File: src/rtl/rf_wb_arbiter.sv
// Register-file write-port front end: merges the priority ALU stream (A) with a
// FIFO-buffered variable-latency stream (B), with WAW squash and pending-write flags.

module rf_wb_entry #(
  parameter int ADDR_W = 5,
  parameter int DATA_W = 32
) (
  input  logic              clk,
  input  logic              reset,
  input  logic              ld,
  input  logic              clr,
  input  logic              sq,
  input  logic [ADDR_W-1:0] sq_addr,
  input  logic [ADDR_W-1:0] wr_in,
  input  logic [DATA_W-1:0] wd_in,
  output logic              vld,
  output logic [ADDR_W-1:0] wr,
  output logic [DATA_W-1:0] wd
);
  // Load wins over squash: only the free tail slot is ever loaded, so the two never collide.
  always_ff @(posedge clk or negedge reset) begin
    if (!reset) begin
      vld <= 1'b0;
      wr  <= '0;
      wd  <= '0;
    end else if (ld) begin
      vld <= 1'b1;
      wr  <= wr_in;
      wd  <= wd_in;
    end else if (clr || (sq && wr == sq_addr)) begin
      vld <= 1'b0;
    end
  end
endmodule

module rf_wb_arbiter #(
  parameter int DEPTH  = 4,
  parameter int ADDR_W = 5,
  parameter int DATA_W = 32
) (
  input  logic              clk,
  input  logic              reset,
  input  logic              write_a,
  input  logic [ADDR_W-1:0] WR_a,
  input  logic [DATA_W-1:0] WD_a,
  input  logic              valid_b,
  input  logic [ADDR_W-1:0] WR_b,
  input  logic [DATA_W-1:0] WD_b,
  output logic              ready_b,
  input  logic [ADDR_W-1:0] PR1,
  input  logic [ADDR_W-1:0] PR2,
  output logic              pend1,
  output logic              pend2,
  output logic              write,
  output logic [ADDR_W-1:0] WR,
  output logic [DATA_W-1:0] WD
);
  localparam int PW = $clog2(DEPTH);
  localparam int CW = PW + 1;

  typedef struct packed {
    logic [ADDR_W-1:0] wr;
    logic [DATA_W-1:0] wd;
  } wb_req_t;

  wb_req_t req_a, req_b, head_req;

  logic [PW-1:0] head, tail;
  logic [CW-1:0] count;

  logic [DEPTH-1:0]             ent_vld;
  logic [DEPTH-1:0][ADDR_W-1:0] ent_wr;
  logic [DEPTH-1:0][DATA_W-1:0] ent_wd;

  logic acc_b, empty, pop, bypass, push, squash;

  assign req_a    = '{wr: WR_a, wd: WD_a};
  assign req_b    = '{wr: WR_b, wd: WD_b};
  assign head_req = '{wr: ent_wr[head], wd: ent_wd[head]};

  // Gated by reset so the producer sees no room while the block is held in reset.
  assign ready_b = reset && (count < CW'(DEPTH));
  assign acc_b   = valid_b && ready_b;
  assign empty   = (count == '0);
  assign squash  = write_a && (WR_a != '0);
  assign pop     = !write_a && !empty;
  assign bypass  = !write_a && empty && acc_b && (WR_b != '0);
  assign push    = acc_b && !bypass && (WR_b != '0);

  for (genvar g = 0; g < DEPTH; g++) begin : g_ent
    rf_wb_entry #(.ADDR_W(ADDR_W), .DATA_W(DATA_W)) u_ent (
      .clk     (clk),
      .reset   (reset),
      .ld      (push && tail == PW'(g)),
      .clr     (pop && head == PW'(g)),
      .sq      (squash),
      .sq_addr (WR_a),
      .wr_in   (WR_b),
      .wd_in   (WD_b),
      .vld     (ent_vld[g]),
      .wr      (ent_wr[g]),
      .wd      (ent_wd[g])
    );
  end

  always_ff @(posedge clk or negedge reset) begin
    if (!reset) begin
      head  <= '0;
      tail  <= '0;
      count <= '0;
    end else begin
      if (pop)  head <= head + PW'(1);
      if (push) tail <= tail + PW'(1);
      if (push && !pop)      count <= count + CW'(1);
      else if (pop && !push) count <= count - CW'(1);
    end
  end

  // A squashed head still consumes its slot, but as a bubble.
  always_ff @(posedge clk or negedge reset) begin
    if (!reset) begin
      write <= 1'b0;
      WR    <= '0;
      WD    <= '0;
    end else if (write_a) begin
      write <= (WR_a != '0);
      WR    <= req_a.wr;
      WD    <= req_a.wd;
    end else if (pop) begin
      write <= ent_vld[head];
      WR    <= head_req.wr;
      WD    <= head_req.wd;
    end else if (bypass) begin
      write <= 1'b1;
      WR    <= req_b.wr;
      WD    <= req_b.wd;
    end else begin
      write <= 1'b0;
    end
  end

  logic hit1, hit2;
  always_comb begin
    hit1 = write && (WR == PR1);
    hit2 = write && (WR == PR2);
    for (int i = 0; i < DEPTH; i++) begin
      if (ent_vld[i] && ent_wr[i] == PR1) hit1 = 1'b1;
      if (ent_vld[i] && ent_wr[i] == PR2) hit2 = 1'b1;
    end
  end

  assign pend1 = (PR1 != '0) && hit1;
  assign pend2 = (PR2 != '0) && hit2;

endmodule

File: config.mk
export PLATFORM = sky130hd
export DESIGN_NAME = rf_wb_arbiter
export DESIGN_NICKNAME = d
export VERILOG_FILES = /design/src/rtl/rf_wb_arbiter.sv
export SDC_FILE = /design/constraint.sdc
export NUM_CORES = 1
export LEC_CHECK = 0
export ABC_AREA = 1
export CORE_MARGIN = 5
export CORE_UTILIZATION = 53
export CTS_CLUSTER_DIAMETER = 40
export DETAILED_ROUTE_END_ITERATION = 8
export PLACE_DENSITY = 0.77
export REMOVE_ABC_BUFFERS = 1
export SLEW_MARGIN = 30
export SYNTH_ARGS = -nofsm -noshare
export SYNTH_HDL_FRONTEND = slang
export SYNTH_SLANG_ARGS = --single-unit
File: constraint.sdc
create_clock -name clk -period 2.5 [get_ports clk]
set_input_delay 0.5 -clock clk [delete_from_list [all_inputs] [get_ports clk]]
set_output_delay 0.5 -clock clk [all_outputs]
set_load 0.1 [all_outputs]
After elaboration in Yosys (flattened, before gate mapping). Index checks and enable logic that the tools add are counted.

Flip-flop bits (word level): 197. Input bits: 88. Output and inout port bits: 41. Logic and storage cells: 134.

Eq/ne operators: 20. $lt $le $gt $ge: 2. Muxes and demuxes: 33. Reduce and logical (&&, ||, !) cells: 57. Add/sub/neg operators: 4.

Operators by type and width (count): $mux W32 (4); $eq A5 B5 Y1 (14); $bmux W32 S2 (1); $logic_and A1 B1 Y1 (35); $mux W1 (20); $mux W5 (4); $reduce_bool A5 Y1 (4); $bmux W5 S2 (1); $reduce_bool A2 Y1 (5); $eq A2 B2 Y1 const B (4); $mux W3 (2); $logic_not A1 Y1 (5); $add A2 B1 Y2 const B (2); $eq A2 B1 Y1 const B (2); $logic_not A2 Y1 (2); $logic_or A1 B1 Y1 (4); $add A3 B1 Y3 const B (1); $logic_not A3 Y1 (1); $lt A2 B3 Y1 const B (1); $lt A3 B3 Y1 const B (1); $reduce_bool A3 Y1 (1); $sub A3 B1 Y3 const B (1); $bmux W1 S2 (1).

Longest topological paths before layout. Gate-level depths: netlist (run 1).

Depth in word-level cells: 12. Depth in mapped cells: 11. Mapped depth without buffers: 10.

Cells and area by module. Synthesis (run 1) repeated with hierarchy kept, for this count alone.

Cells, all modules: 1607. Area, all modules: 11209.5 um^2.

Modules (own cells, without submodules): rf_wb_entry (sequential area each 950.9 um^2, area each 1626.6 um^2, instances 4, cells an instance 186); rf_wb_arbiter (sequential area each 1126.1 um^2, area each 4703.3 um^2, instances 1, cells an instance 863).

Least setup slack after synthesis (run 1). Ideal clock, no wire load.

Path type: flip-flop to output port. Start: register WR[3]. End: output pend2. Buffers on the path: 0. Required time: 2.000 ns. Cell stages (with the launch flop): 9. Setup slack: -0.743 ns. Arrival time: 2.743 ns. Path through: dfrtp_1 -> inv_1 -> nand2_1 -> o21ai_0 -> nor2_1 -> nand3_1 -> nand2_1 -> nor2_1 -> nor2_1.

Word-level cells in the longest chain between the ends: 7.

Ends and longest elaborated chain: start: declaration (RTL line 55) `output logic [ADDR_W-1:0] WR,`; start signal: assignment (RTL line 127) `WR <= req_a.wr;`; start signal: assignment (RTL line 131) `WR <= head_req.wr;`; start signal: assignment (RTL line 135) `WR <= req_b.wr;`; $eq A5 B5 Y1 (RTL line 145) `hit2 = write && (WR == PR2);`; $logic_and A1 B1 Y1 (RTL line 145); $mux W1 (4 in a row) (RTL line 148) `if (ent_vld[i] && ent_wr[i] == PR2) hit2 = 1'b1;`; $logic_and A1 B1 Y1 (RTL line 153) `assign pend2 = (PR2 != '0) && hit2;`; end: declaration (RTL line 53) `output logic pend2,`.

No other way between the ends.

Worst setup path in the final report (run 1).
Start: input PR2[3]. End: output pend2.

Word-level cells in the longest chain between the ends: 7. Elaborated cells on any way between the ends: 16. Those cells by class: eq/ne: 5; mux: 4; reduce/logical: 7.

Ends and longest elaborated chain: start: declaration (RTL line 51) `input logic [ADDR_W-1:0] PR2,`; $eq A5 B5 Y1 (on tied branches) (RTL line 145, 148); $logic_and A1 B1 Y1 (on tied branches) (RTL line 145, 148); $mux W1 (4 in a row) (RTL line 148); $logic_and A1 B1 Y1 * (RTL line 153).

Every way passes the cells marked *; elsewhere a longest branch is shown, timed or not.

==> results.json, run 1 <==
{
  "antenna_cells": 0,
  "cts.sinks": 197,
  "drive_gt1_frac": 0.102,
  "p_comb_frac": 0.486,
  "rows": 51,
  "power_frac_clock": 0.160,
  "areaGrowthSynthToFinish_pct": 22.3,
  "rsz0062_at_grt": "yes",
  "wl_met3_um": 1880,
  "clockBufferDepth": 2,
  "yosysSeqAreaShare": 0.474,
  "wirelength_um": 28600,
  "yosys.area.top_type": "dfrtp_1",
  "ctsHtreeMaxLevel": 4,
  "seqPwrFrac": 0.354,
  "status": "finished clean",
  "ys_warn_count": 0,
  "hold_violations": 0,
  "async_reset_ff_frac": 1.00,
  "p_total_mw": 16.5,
  "swShare": 0.481,
  "antenna_found_initial": 0,
  "worst_pin_slew_ns": 0.625,
  "final_nets": 1611,
  "io_pins": 129,
  "fmax_mhz": 409,
  "ir_worst_vdd_uv": 757,
  "die_h_um": 150,
  "place_hpwl_um": 19700,
  "viasPerCell": 5.34,
  "fin_crit_ns": 2.44,
  "arrival_ns": 1.94,
  "placed_cell_area_mm2": 0.0122,
  "drt_pass1_iterations": 6,
  "ant_nets": 0,
  "start_util": 0.537,
  "crit_path_end_kind": "output port",
  "synth_cell_types": 35,
  "tns_ns": 0,
  "die_w_um": 150,
  "grtUsageTotal": 0.266,
  "criticalPathCategory": "input pin to output port",
  "synthesis.area_mm2": 0.0104,
  "leakagePower_nw": 6.36,
  "cts_setup_buffers": 0,
  "grt_max_degree": 116,
  "synth_ff_type": "dfrtp_1",
  "cp.required_ns": 2.00,
  "yosysMostFrequentCell": "nand2_1",
  "slew_viol_final": 0,
  "dr.max_layer_used": "met4",
  "start_kind": "input pin",
  "die_area_mm2": 0.0225,
  "cts_buffers": 17,
  "crit_fanout": 6,
  "grt_pass1_wl_um": 47700,
  "p_per_area_mw_per_mm2": 1300,
  "ys_ff_latch": 197,
  "hold_buffers": 0,
  "synth-edff-count": 0,
  "cts_tree": "done",
  "synth_common_cells": "nand2_1, dfrtp_1, o21ai_0",
  "core_mm2": 0.0194,
  "root_buffer": "clkbuf_16",
  "drv_cap": 0,
  "wl_per_cell_um": 16.0,
  "slew_headroom": 0.583,
  "clock_latency_ns": 0.44,
  "internal_power_mw": 8.57,
  "drt-initial-drc-count": 746,
  "synth_area_leaders": "dfrtp_1, nand2_1, o21ai_0",
  "syn-instance-count": 1395,
  "routed-via-count": 9571,
  "hold_class": "input pin to asynchronous set/reset pin",
  "p_sw_mw": 7.96,
  "io_buffers": 128,
  "finalClockSkew_ns": 0.0129,
  "drc": 0,
  "setup_violations": 0,
  "gr-total-overflow": 0,
  "m1WireLength_um": 12200,
  "grt_pass1_vias": 9263,
  "wl_met2_um": 13800,
  "fin_crit_sh": 0.978,
  "path_clk_slew_ns": 0.07,
  "synth.avg_cell_area_um2": 7.46,
  "yosys.area.top_type_share": 0.474,
  "final_area_mm2": 0.0127,
  "gp_congestion": 0.956
}
[per-layer routing]
| layer | vias to the layer above | global-route usage |
|---|---|---|
| li1 | 4688 | - |
| met1 | 4479 | 0.361 |
| met2 | 338 | 0.438 |
| met3 | 66 | 0.0476 |
| met4 | 0 | 0.0805 |
| met5 | - | 0 |
[flip-flops by register name (all words and copies together) (netlist names)]
register,flops
tail,2
write,1
count,3
g_ent.u_ent.wd,128
g_ent.u_ent.wr,20
head,2
WR,5
g_ent.u_ent.vld,4
WD,32
[worst max-delay path: stages]
cell and delay, ns:
clkdlybuf4s50_1 0.50, buf_4 0.17, nor2_1 0.05, nor2_1 0.14
nand3_1 0.09, nand3_1 0.11, nor2_1 0.06, nor2_2 0.12
buf_12 0.19
[cell usage in the layout, fill, tap and decap left out, types with 3 or more instances in the layout]
cell / instances
or2_2: 6
o21ai_0: 153
dlymetal6s2s_1: 4
o211ai_1: 31
or2_0: 6
nand2_4: 5
xnor2_1: 5
nand3_1: 49
o21ai_1: 87
buf_12: 18
o21bai_1: 3
nor2_1: 111
clkbuf_1: 3
buf_4: 74
inv_1: 119
nand4_1: 6
o22ai_1: 3
inv_2: 11
ha_1: 9
clkinvlp_4: 3
a21oi_1: 46
nor2_2: 3
clkdlybuf4s50_1: 81
clkbuf_16: 17
nand2_1: 434
xor2_1: 20
dfrtp_1: 195
[cell type report]
cell class                      instances  area [µm²]
Clock buffer                           20         437
Clock inverter                         12         125
Fill cell                            1715        6670
Inverter                              133         504
Multi-Input combinational cell        985        4600
Sequential cell                       197        4930
Tap cell                              265         332
Timing Repair Buffer                  179        1800
[cells by family (layout without fill, tap and decap cells)]
group,after synthesis,count (layout),share of synthesized area
buffers and inverters,213,344,0.0845
adders and majority gates,10,10,0.0127
DFF,197,197,0.474
AOI/OAI and AO/OA,324,324,0.165
and+or+nand+nor,626,626,0.243
xor gates and xnor gates,25,25,0.0210
[metrics by stage]
step | setup WS, ns | utilization | std cells | hold slack, ns
2_1_floorplan | -0.916 | - | 1315 | 0.204
3_3_place_gp | -0.0658 | 0.626 | 1759 | 0.460
3_5_place_dp | -0.103 | 0.626 | 1759 | 0.468
4_1_cts | 0.0248 | 0.656 | 1791 | 0.236
5_1_grt | -0.0172 | 0.656 | 1791 | 0.255
6_report | 0.0562 | 0.656 | 1791 | 0.183
[repair_timing]
item	CTS	global route
resized for setup	4	9
cloned	0	0
setup endpoints to repair	2	2
[power by group through the flow]
stage	Sequential, mW	Clock, mW	Combinational, mW
6_report	5.86	2.65	8.03
3_3_place_gp	5.83	0	7.84
5_1_grt	6.05	2.82	8.85
4_1_cts	5.84	2.68	8.05
2_1_floorplan	7.81	0	3.59
3_5_place_dp	5.87	0	7.99
[worst paths after layout]
check / start / to / slack [ns] / cells after the start
worst max-delay path: PR2[3] / pend2 / 0.06 / 9
worst min-delay path: reset / head[1] / 0.18 / 2
worst max register to register: count[2] / count[2] / 0.54 / 10
worst min register to register: g_ent[3].u_ent.wd[13] / g_ent[3].u_ent.wd[13] / 0.48 / 2
max in group asynchronous: reset / g_ent[1].u_ent.wr[4] / 1.26 / 3
min in group clk: g_ent[3].u_ent.wd[13] / g_ent[3].u_ent.wd[13] / 0.48 / 2
No activity file was read; power rests on OpenSTA's default activity.
==> inputs of run 2 (changes only) <==
==> constraint.sdc (replaced) <==
create_clock -name clk -period 2.5 [get_ports clk]
set_input_delay 0.5 -clock clk [delete_from_list [all_inputs] [get_ports clk]]
set_output_delay 0.5 -clock clk [all_outputs]
set_load 0.01 [all_outputs]
==> results.json, run 2 (synthesized netlist as in run 1, its figures left out) <==
{
  "status": "finished clean",
  "fin_crit_sh": 0.933,
  "root_buffer": "clkbuf_16",
  "cp_num_buf_inv": 3,
  "arrival_ns": 1.83,
  "rows": 51,
  "worst_slack_ns": 0.168,
  "setup_violations": 0,
  "antenna_cells": 0,
  "die_h_um": 150,
  "grt_pass1_vias": 9219,
  "areaGrowthSynthToFinish_pct": 22.7,
  "place_worst_setup_slack_ns": -0.252,
  "die_w_um": 150,
  "cts_buffers": 17,
  "multi_input_area_mm2": 0.00460,
  "grt_max_degree": 66,
  "final_common_cell": "nand2_1",
  "largestRegisters": "g_ent.u_ent.wd x128, WD x32, g_ent.u_ent.wr x20",
  "clock_latency_ns": 0.44,
  "p_per_area_mw_per_mm2": 1140,
  "drv_cap": 0,
  "wl_per_cell_um": 16.4,
  "die_area_mm2": 0.0225,
  "drt_pass1_iterations": 8,
  "routed-via-count": 9634,
  "crit_fanout": 3,
  "wirelength_um": 29500,
  "seq_area_mm2": 0.00493,
  "clockBufferDepth": 2,
  "cp_top_family": "buffers and inverters",
  "max_stage_delay_ns": 0.46,
  "ant_nets": 0,
  "finalClockSkew_ns": 0.0147,
  "slew_viol_final": 0,
  "crit_chain": "clkdlybuf4s50_1 -> buf_4 -> xor2_1 -> nor2_1 -> nand3_1 -> nand2_1 -> nor2_1 -> nor2_1 -> clkbuf_2",
  "criticalPathCategory": "input pin to output port",
  "antenna_found_initial": 0,
  "layout_common_cells": "nand2_1, dfrtp_1, o21ai_0, clkdlybuf4s50_1, inv_1",
  "ir_worst_vdd_uv": 677,
  "fin_crit_ns": 2.33,
  "hold_class": "input pin to asynchronous set/reset pin",
  "cts_tree": "done",
  "p_total_mw": 14.5,
  "core_mm2": 0.0194,
  "cts.sinks": 197,
  "crit_path_end_kind": "output port",
  "path_clk_slew_ns": 0.07,
  "largest_register": "g_ent.u_ent.wd",
  "largest_register_ffs": 128,
  "fmax_mhz": 429,
  "cp.required_ns": 2.00,
  "tns_ns": 0,
  "cpMostUsedCell": "nor2_1",
  "worst_pin_slew_ns": 0.802,
  "io_pins": 129,
  "cp_slowest_cell": "clkdlybuf4s50_1",
  "hold_violations": 0,
  "io_buffers": 128,
  "viasPerCell": 5.37,
  "drc": 0,
  "leakagePower_nw": 6.31,
  "drt-initial-drc-count": 878,
  "drive_gt1_frac": 0.0778,
  "ctsHtreeMaxLevel": 4,
  "start_kind": "input pin",
  "rsz0062_at_grt": "no",
  "gr-total-overflow": 0,
  "final_nets": 1615,
  "grt_pass1_wl_um": 47700,
  "fill_cells": 1697,
  "slew_headroom": 0.465,
  "gp_congestion": 0.967,
  "grtUsageTotal": 0.269,
  "place_hpwl_um": 20000,
  "start_util": 0.537
}
[run 2: final timing paths]
check                                 startpoint                    end  slack, ns  depth (start not counted)
hold / removal                             reset               count[2]       0.17                          2
min in group clk           g_ent[2].u_ent.wd[10]  g_ent[2].u_ent.wd[10]       0.48                          2
hold reg to reg            g_ent[2].u_ent.wd[10]  g_ent[2].u_ent.wd[10]       0.48                          2
max in group asynchronous                  reset  g_ent[3].u_ent.wd[18]       1.07                          3
setup / recovery                          PR1[4]                  pend1       0.17                          9
setup reg to reg                        count[2]               count[2]       0.56                         10
[run 2: cell type report]
cell class	instances	share of cell area
clock buffers	19	0.0347
clock inverters	13	0.00872
inverters	133	0.0395
multi-input cells	985	0.360
flip-flops and latches	197	0.386
well taps	265	0.0260
repair buffers	183	0.145
[run 2: worst register-to-register path, stage by stage (launching register included)]
cell     delay (ns)
dfrtp_1        0.41
inv_2          0.07
and3_1         0.15
nand2_2        0.11
nor2_8         0.10
ha_1           0.14
inv_1          0.06
fa_1           0.37
a21oi_1        0.14
o21ai_0        0.11
xor2_1         0.15
[run 2: routing by layer]
metal | track usage | wire length [µm] | share of wire
met5 | 0 | 0 | 0
met4 | 0.0769 | 641 | 0.022
met3 | 0.0449 | 1910 | 0.065
met2 | 0.442 | 14200 | 0.48
met1 | 0.372 | 12700 | 0.43
[run 2: repair_timing]
action,CTS,global route
setup endpoints to repair,2,2
gates resized for setup,2,14
buffers inserted,0,0
pin swaps,0,1
gates cloned,0,0
hold buffers,0,0
[run 2: stage by stage]
| step | hold slack [ns] | instances | util | cell area, µm² |
|---|---|---|---|---|
| after detailed placement | 0.466 | 1763 | 0.630 | 12200 |
| after global placement | 0.460 | 1763 | 0.630 | 12200 |
| final | 0.168 | 1795 | 0.658 | 12800 |
| after CTS | 0.167 | 1795 | 0.658 | 12800 |
| after floorplan | 0.204 | 1315 | - | 10000 |
| after global routing | 0.182 | 1795 | 0.658 | 12800 |
[run 2: where the power goes]
group / switching, mW / internal [mW]
Sequential: 1.22 / 4.68
Clock: 1.28 / 1.34
Combinational: 3.40 / 2.59
Total: 5.90 / 8.60
